[config.mk]
export PLATFORM = sky130hd
export DESIGN_NAME = bp_be_fp_csr
export DESIGN_NICKNAME = d
export VERILOG_FILES = /design/src/rtl/bp_be_pkg.sv /design/src/rtl/bp_be_fflags_shadow_pipe.sv /design/src/rtl/bp_be_fp_csr.sv
export SDC_FILE = /design/constraint.sdc
export NUM_CORES = 1
export LEC_CHECK = 0
export CORE_AREA = 2 2 63 65
export CTS_BUF_LIST = sky130_fd_sc_hd__clkbuf_2
export DETAILED_ROUTE_END_ITERATION = 6
export DIE_AREA = 0 0 65 67
export DONT_BUFFER_PORTS = 1
export GPL_ROUTABILITY_DRIVEN = 0
export PLACE_DENSITY = 0.72
export SKIP_LAST_GASP = 1
export SYNTH_ARGS = -nofsm -noshare
export SYNTH_HDL_FRONTEND = slang
export SYNTH_SLANG_ARGS = --single-unit
[constraint.sdc]
create_clock -name clk_i -period 1.4 [get_ports clk_i]
set_clock_uncertainty 0.05 [all_clocks]
set_input_delay 0.42 -clock clk_i [delete_from_list [all_inputs] [get_ports clk_i]]
set_output_delay 0.42 -clock clk_i [all_outputs]
set_load 0.03 [all_outputs]
[src/rtl/bp_be_pkg.sv]
// Shared definitions for the backend FP control/status endpoint:
// CSR addresses, rounding modes, exception flag layout and CSR op codes.
package bp_be_pkg;

  localparam logic [11:0] bp_fcsr_addr_fflags = 12'h001;
  localparam logic [11:0] bp_fcsr_addr_frm    = 12'h002;
  localparam logic [11:0] bp_fcsr_addr_fcsr   = 12'h003;

  typedef enum logic [2:0] {
    e_rne = 3'd0,
    e_rtz = 3'd1,
    e_rdn = 3'd2,
    e_rup = 3'd3,
    e_rmm = 3'd4,
    e_dyn = 3'd7
  } bp_be_rm_e;

  typedef struct packed {
    logic nv;
    logic dz;
    logic of;
    logic uf;
    logic nx;
  } bp_be_fflags_s;

  typedef enum logic [1:0] {
    e_csr_rw = 2'd0,
    e_csr_rs = 2'd1,
    e_csr_rc = 2'd2,
    e_csr_ro = 2'd3
  } bp_be_csr_op_e;

  // Applies a CSR op to the 8-bit fcsr image; only bits set in field_mask move.
  function automatic logic [7:0] csr_apply(input bp_be_csr_op_e op,
                                           input logic [7:0] cur,
                                           input logic [7:0] wdata,
                                           input logic [7:0] field_mask);
    logic [7:0] m;
    m = wdata & field_mask;
    case (op)
      e_csr_rw: csr_apply = (cur & ~field_mask) | m;
      e_csr_rs: csr_apply = cur | m;
      e_csr_rc: csr_apply = cur & ~m;
      default:  csr_apply = cur;
    endcase
  endfunction

endpackage

[src/rtl/bp_be_fflags_shadow_pipe.sv]
// Flushable shift register carrying exe-stage exception flags to commit.
// The tail entry is exposed already qualified by the same-cycle flush.
module bp_be_fflags_shadow_pipe
  import bp_be_pkg::*;
#(
  parameter int depth_p = 2
) (
  input  logic       clk_i,
  input  logic       reset_i,
  input  logic       v_i,
  input  logic [4:0] flags_i,
  input  logic       flush_i,
  output logic       tail_v_o,
  output logic [4:0] tail_flags_o
);

  logic [depth_p-1:0] v_r;
  bp_be_fflags_s      flags_r [depth_p];

  always_ff @(posedge clk_i or posedge reset_i) begin
    if (reset_i) begin
      v_r <= '0;
      for (int i = 0; i < depth_p; i++) begin
        flags_r[i] <= '0;
      end
    end else begin
      v_r[0]     <= v_i & ~flush_i;
      flags_r[0] <= flags_i;
      for (int i = 1; i < depth_p; i++) begin
        v_r[i]     <= v_r[i-1] & ~flush_i;
        flags_r[i] <= flags_r[i-1];
      end
    end
  end

  assign tail_v_o     = v_r[depth_p-1] & ~flush_i;
  assign tail_flags_o = flags_r[depth_p-1];

endmodule

[src/rtl/bp_be_fp_csr.sv]
// FP control/status endpoint: rounding-mode resolution, flag accrual from the
// shadow pipe, and fflags/frm/fcsr CSR access with mstatus.FS dirty signalling.
module bp_be_fp_csr
  import bp_be_pkg::*;
#(
  parameter int pipe_depth_p     = 2,
  parameter int reg_data_width_p = 64
) (
  input  logic                        clk_i,
  input  logic                        reset_i,
  input  logic [2:0]                  instr_rm_i,
  output logic [2:0]                  frm_o,
  output logic                        rm_illegal_o,
  input  logic                        fflags_v_i,
  input  logic [4:0]                  fflags_i,
  input  logic                        flush_i,
  input  logic                        csr_v_i,
  input  logic [11:0]                 csr_addr_i,
  input  logic [1:0]                  csr_op_i,
  input  logic [reg_data_width_p-1:0] csr_data_i,
  output logic                        csr_v_o,
  output logic [reg_data_width_p-1:0] csr_data_o,
  output logic                        csr_illegal_o,
  output logic                        fs_dirty_o
);

  logic [4:0]    fflags_r;
  logic [2:0]    frm_r;
  logic          tail_v;
  bp_be_fflags_s tail_flags;
  logic [4:0]    tail_flags_raw;

  bp_be_fflags_shadow_pipe #(.depth_p(pipe_depth_p)) shadow (
    .clk_i       (clk_i),
    .reset_i     (reset_i),
    .v_i         (fflags_v_i),
    .flags_i     (fflags_i),
    .flush_i     (flush_i),
    .tail_v_o    (tail_v),
    .tail_flags_o(tail_flags_raw)
  );
  assign tail_flags = bp_be_fflags_s'(tail_flags_raw);

  assign frm_o        = (instr_rm_i == e_dyn) ? frm_r : instr_rm_i;
  assign rm_illegal_o = (frm_o >= 3'd5);

  logic          addr_legal;
  logic [7:0]    fcsr_cur;
  logic [7:0]    field_mask;
  logic [7:0]    wdata;
  logic [7:0]    fcsr_op;
  logic [7:0]    read_val;
  logic [4:0]    accrue_flags;
  logic [4:0]    fflags_n;
  logic [2:0]    frm_n;
  logic          csr_dirty;
  logic          accrue_dirty;
  bp_be_csr_op_e op;
  logic          unused_data_hi;

  assign op             = bp_be_csr_op_e'(csr_op_i);
  assign fcsr_cur       = {frm_r, fflags_r};
  assign unused_data_hi = ^csr_data_i[reg_data_width_p-1:8];

  // Every access is mapped onto the 8-bit fcsr image so one op path serves all three CSRs.
  always_comb begin
    addr_legal = 1'b1;
    field_mask = 8'h00;
    wdata      = 8'h00;
    read_val   = 8'h00;
    case (csr_addr_i)
      bp_fcsr_addr_fflags: begin
        field_mask = 8'h1F;
        wdata      = {3'b000, csr_data_i[4:0]};
        read_val   = {3'b000, fflags_r};
      end
      bp_fcsr_addr_frm: begin
        field_mask = 8'hE0;
        wdata      = {csr_data_i[2:0], 5'b00000};
        read_val   = {5'b00000, frm_r};
      end
      bp_fcsr_addr_fcsr: begin
        field_mask = 8'hFF;
        wdata      = csr_data_i[7:0];
        read_val   = fcsr_cur;
      end
      default: addr_legal = 1'b0;
    endcase
  end

  always_comb begin
    fcsr_op   = fcsr_cur;
    csr_dirty = 1'b0;
    if (csr_v_i && addr_legal) begin
      fcsr_op = csr_apply(op, fcsr_cur, wdata, field_mask);
      case (op)
        e_csr_rw: csr_dirty = 1'b1;
        e_csr_rs, e_csr_rc: csr_dirty = |(wdata & field_mask);
        default: csr_dirty = 1'b0;
      endcase
    end
  end

  // CSR op lands first, then the committing tail flags are ORed on top.
  assign accrue_flags = tail_v ? tail_flags : 5'b00000;
  assign accrue_dirty = tail_v && (tail_flags != '0);
  assign fflags_n     = fcsr_op[4:0] | accrue_flags;
  assign frm_n        = fcsr_op[7:5];

  always_ff @(posedge clk_i or posedge reset_i) begin
    if (reset_i) begin
      fflags_r      <= '0;
      frm_r         <= e_rne;
      csr_v_o       <= 1'b0;
      csr_data_o    <= '0;
      csr_illegal_o <= 1'b0;
      fs_dirty_o    <= 1'b0;
    end else begin
      fflags_r      <= fflags_n;
      frm_r         <= frm_n;
      csr_v_o       <= csr_v_i;
      csr_data_o    <= (csr_v_i && addr_legal)
                       ? {{(reg_data_width_p-8){1'b0}}, read_val} : '0;
      csr_illegal_o <= csr_v_i && !addr_legal;
      fs_dirty_o    <= csr_dirty || accrue_dirty;
    end
  end

endmodule

# Word-level counts from Yosys, hierarchy flattened
# Cells that the tools add are included.
[totals]
reg_bits = 31
output_inout_bits = 71
[classes]
order_cmp = 1
eq_ne = 6
n_mux = 11
n_bitwise = 12
n_reduce_logical = 12
[ops]
columns = ["operator", "n"]
rows = [
  ["$pmux W8 S3", 4],
  ["$and A8 B8 Y8", 3],
  ["$eq A12 B2 Y1 const B", 2],
  ["$not A8 Y8", 2],
  ["$or A8 B8 Y8", 2],
  ["$eq A12 B1 Y1 const B", 1],
  ["$mux W5", 2],
  ["$mux W8", 1],
  ["$reduce_or A8 Y1", 1],
  ["$or A5 B5 Y5", 1],
  ["$reduce_bool A5 Y1", 1],
  ["$and A1 B1 Y1", 3],
  ["$eq A3 B3 Y1 const B", 1],
  ["$ge A3 B3 Y1 const B", 1],
  ["$logic_and A1 B1 Y1", 3],
  ["$mux W3", 1],
  ["$reduce_bool A3 Y1", 1],
  ["$reduce_or A3 Y1", 1],
  ["$eq A2 B1 Y1 const B", 1],
  ["$eq A2 B2 Y1 const B", 1],
  ["$logic_not A2 Y1", 1],
  ["$mux W1", 2],
  ["$pmux W1 S2", 1],
  ["$reduce_and A2 Y1", 1],
  ["other kinds (4)", 4],
]

# Depth between registers and ports, before layout
[depth]
word_depth = 8
ltp_mapped = 7
depth_no_buf = 6

# Modules after synthesis
# Synthesis repeated with hierarchy kept, for this count alone.
[unflattened]
hier_cells = 207
area_unflattened_um2 = 1955.6
[modules_own_cells]
columns = ["module", "n_inst", "cells_each", "area_per_inst_um2"]
rows = [
  ["bp_be_fp_csr", 1, 186, 1595.3],
  ["bp_be_fflags_shadow_pipe", 1, 21, 360.3],
]

# Worst setup path before layout
# Ideal clock, no wire load.
[synth_path]
kind = "register to output"
startpoint = "reg frm_r[2]"
endpoint = "out rm_illegal_o"
arrival_time_ns = 1.403
t_required_ns = 0.930
setup_slack_ns = -0.473
path_stages_with_launch = 4
cell_sequence = "dfrtp_1 > inv_1 > a31oi_1 > o21a_1"
[synth_between]
elab_chain_len = 2
[synth_lines]
columns = ["element", "line", "text"]
rows = [
  ["start: declaration", "bp_be_fp_csr.sv:28", "logic [2:0] frm_r;"],
  ["start signal: assignment", "bp_be_fp_csr.sv:113", "frm_r <= e_rne;"],
  ["start signal: assignment", "bp_be_fp_csr.sv:120", "frm_r <= frm_n;"],
  ["$mux W3", "bp_be_fp_csr.sv:44", "assign frm_o = (instr_rm_i == e_dyn) ? frm_r : instr_rm_i;"],
  ["net frm_o[2]", "bp_be_fp_csr.sv:12", "output logic [2:0] frm_o,"],
  ["$ge A3 B3 Y1", "bp_be_fp_csr.sv:45", "assign rm_illegal_o = (frm_o >= 3'd5);"],
  ["end: declaration", "bp_be_fp_csr.sv:13", "output logic rm_illegal_o,"],
]
# The timed path passes the listed nets, and every way through them passes these cells.

# Worst setup path in the final report
[layout_path]
startpoint = "reg frm_r[0]"
endpoint = "out rm_illegal_o"
[layout_between]
elab_chain_len = 2
[layout_lines]
columns = ["element", "line"]
rows = [
  ["$mux W3", "bp_be_fp_csr.sv:44"],
  ["$ge A3 B3 Y1", "bp_be_fp_csr.sv:45"],
]
# No other way between the ends.

==> impl_metrics.ini <==
[cts]
clk_path_buf_depth = 2
cts_root_buf = clkbuf_2
cts.clk_slew.worst_paths_ns = 0.21
clk_latency_ns = 0.40
cts_tree = done
numCtsBuffers = 5
cts.sinks = 31
h-tree-depth = 2

[cells_and_area]
syn2layout_area_growth_pct = 17.0
num_antenna_cells = 0
drive_gt1_share_pct = 29.3
fin_nets = 353
nFillCells = 309
mostFrequentLayoutCells = conb_1 (56), buf_4 (32), dfrtp_1 (20)
fin_util_pct = 65.4
multi_input_area_mm2 = 0.00101
regArea_um2 = 790
final_common_cell = conb_1

[setup_path]
crit_slowest_cell = dfrtp_1
worstPathArrival_ns = 1.38
startpoint_type = register
endpoint_kind = output port
worstPathRequired_ns = 0.93
cp_max_fo = 2
critPathKind = register to output port
worstPathCellList = o31a_1 -> o21a_1 -> buf_6
crit_buf_inv = 1
slowest_delay_ns = 0.42
critPathTopFamily = compound AO/OA/AOI/OAI gates

[synthesis]
yosys.area_share.xor_xnor_pct = 0
synth_area_mm2 = 0.00202
synth_top_family_by_area = buffers and inverters
synth.area.mux_share_pct = 1.68
synth-seq-cells = 31
synth-edff-count = 0
yosys.area.top_type = dfrtp_1
synth-adder-area-share_pct = 2.48
ys_types = 40
synthArstFlopShare_pct = 100
synth_compound_area_share_pct = 15.8
synthSimpleGateAreaFrac_pct = 15.6
synth_top_area_share_pct = 38.5
ys_top_cells_by_area = dfrtp_1 (38%), buf_4 (21%), a31oi_1 (4.0%)
yosysSeqAreaShare_pct = 38.5
postSynthCellCount = 215
ys_warn_count = 0
synth.avg_cell_area_um2 = 9.38
ys.flop_type = dfrtp_1

[route]
ant_nets = 0
vias_per_cell = 5.11
routedWlPerCell_um = 14.6
totalWireLength_um = 4480
drt_iter0_markers = 109
firstDrtPassIters = 5
drcViolationCount = 0
via_count = 1568

[pwr]
comb_power_share_pct = 22.7
swShare_pct = 33.9
intPower_mw = 1.38
p_sw_mw = 0.710
leakage_nw = 1.10
clock_power_share_pct = 31.0
power_frac_seq_pct = 46.3
vdd_drop_max_mv = 0.654
power_density_mw_per_mm2 = 887

[sta]
hold_viol = 0
setup_viol = 5
post-route-min-period_ns = 1.85
drv_slew = 0
fin_crit_sh_pct = 132
fin_setup_tns_ns = -1.30
setup_slack_ns = -0.449
max_freq_ghz = 0.541
rsz0062_at_grt = true

[outcome]
status = finished, violations left
violations = negative setup slack

[floorplanning]
fp.dieH_um = 67
start_util_pct = 55.9
die_area_mm2 = 0.00436
coreArea_mm2 = 0.00361
pin_count = 162
die_x_um = 65
rows = 22

[grt]
track_usage_pct = 20.7
grt_pass1_wl_um = 6630
antenna_found_initial = 0
grt_pass1_vias = 1417
overflow = 0
grt_start_max_net_pins = 32

[placement]
hpwl_um = 3270
numPortBuffers = 0

[flow_run]
max_cap_violations = 0

[hold_path]
hp-class = input port to register
[kinds of logic (layout without fill, tap and decap cells)]
group | Yosys count | after routing
AOI/OAI and AO/OA | 45 | 45
adders and majority gates | 4 | 4
buffers and inverters | 77 | 66
DFF | 31 | 31
muxes | 3 | 3
other | 1 | 56
and+or+nand+nor | 54 | 54
[path summary, 6_finish.rpt]
path / startpoint / end / slack, ns / depth (start not counted)
max in group asynchronous: reset_i / csr_data_o[4]$_DFF_PP0_ / 0.51 / 3
worst min-delay path: csr_data_i[0] / fflags_r[0]$_DFF_PP0_ / 0.07 / 2
worst max register to register: frm_r[2]$_DFFE_PP0P_ / frm_r[2]$_DFFE_PP0P_ / -0.01 / 6
min in group asynchronous: reset_i / fflags_r[0]$_DFF_PP0_ / 0.46 / 3
worst max-delay path: frm_r[0]$_DFFE_PP0P_ / rm_illegal_o / -0.45 / 3
worst min register to register: shadow.flags_r[6]$_DFF_PP0_ / shadow.tail_flags_o[1]$_DFF_PP0_ / 0.32 / 0
[through the flow]
stage / worst slack [ns] / hold slack [ns] / std cells / area, µm² / power [mW]
global route: -0.509 / 0.0499 / 307 / 2360 / 2.18
floorplan: -0.292 / 0.281 / 270 / 2270 / 1.47
CTS: -0.451 / 0.0164 / 304 / 2300 / 2.09
detailed placement: -0.263 / 0.287 / 287 / 2120 / 1.42
finish: -0.449 / 0.0744 / 307 / 2360 / 2.09
global placement: -0.237 / 0.281 / 287 / 2120 / 1.42
[layer usage]
| layer | global-route usage (%) | routed length, µm | vias to the layer above |
|---|---|---|---|
| li1 | - | - | 727 |
| met2 | 38.1 | 2360 | 101 |
| met3 | 5.91 | 451 | 10 |
| met5 | 0 | 0 | - |
| met1 | 22.6 | 1580 | 730 |
| met4 | 6.91 | 87 | 0 |
[state kept, by name, indices dropped and copies added (netlist names)]
signal               count
csr_v_o                  1
fs_dirty_o               1
frm_r                    3
csr_illegal_o            1
shadow.flags_r           5
shadow.tail_flags_o      5
csr_data_o               8
fflags_r                 5
shadow.v_r               2
[synthesized netlist by cell type (all sizes together), types with 2 or more instances]
| cell | n |
|---|---|
| a2111oi | 2 |
| a21boi | 3 |
| a21oi | 6 |
| a22oi | 5 |
| a31o | 4 |
| a31oi | 13 |
| a32oi | 4 |
| buf | 62 |
| clkbuf | 2 |
| dfrtp | 31 |
| ha | 4 |
| inv | 13 |
| mux2 | 3 |
| nand2 | 11 |
| nand3 | 5 |
| nand4 | 5 |
| nor2 | 9 |
| nor2b | 5 |
| nor3 | 9 |
| nor4 | 2 |
| o21ai | 2 |
| or3b | 3 |
[power groups by stage]
stage	registers, mW	logic [mW]	clock network, mW
6_report	0.968	0.476	0.649
5_1_grt	0.974	0.511	0.699
4_1_cts	0.968	0.461	0.666
3_5_place_dp	0.984	0.438	0
3_3_place_gp	0.983	0.433	0
2_1_floorplan	0.977	0.492	0
[area by class of cell]
class | instances | share of cell area, %
Inverter | 13 | 2.07
Multi-Input combinational cell | 162 | 42.7
Tap cell | 48 | 2.55
Clock buffer | 5 | 1.06
Sequential cell | 31 | 33.5
Clock inverter | 3 | 1.86
Timing Repair Buffer | 45 | 16.3
[repair_timing]
item	CTS	global route
setup endpoints to repair	9	14
hold endpoints to repair	37	2
resized for setup	10	10
buffers inserted	2	2
pin swaps	4	1
hold buffers	7	1
Power figures use the tool's default switching activity.
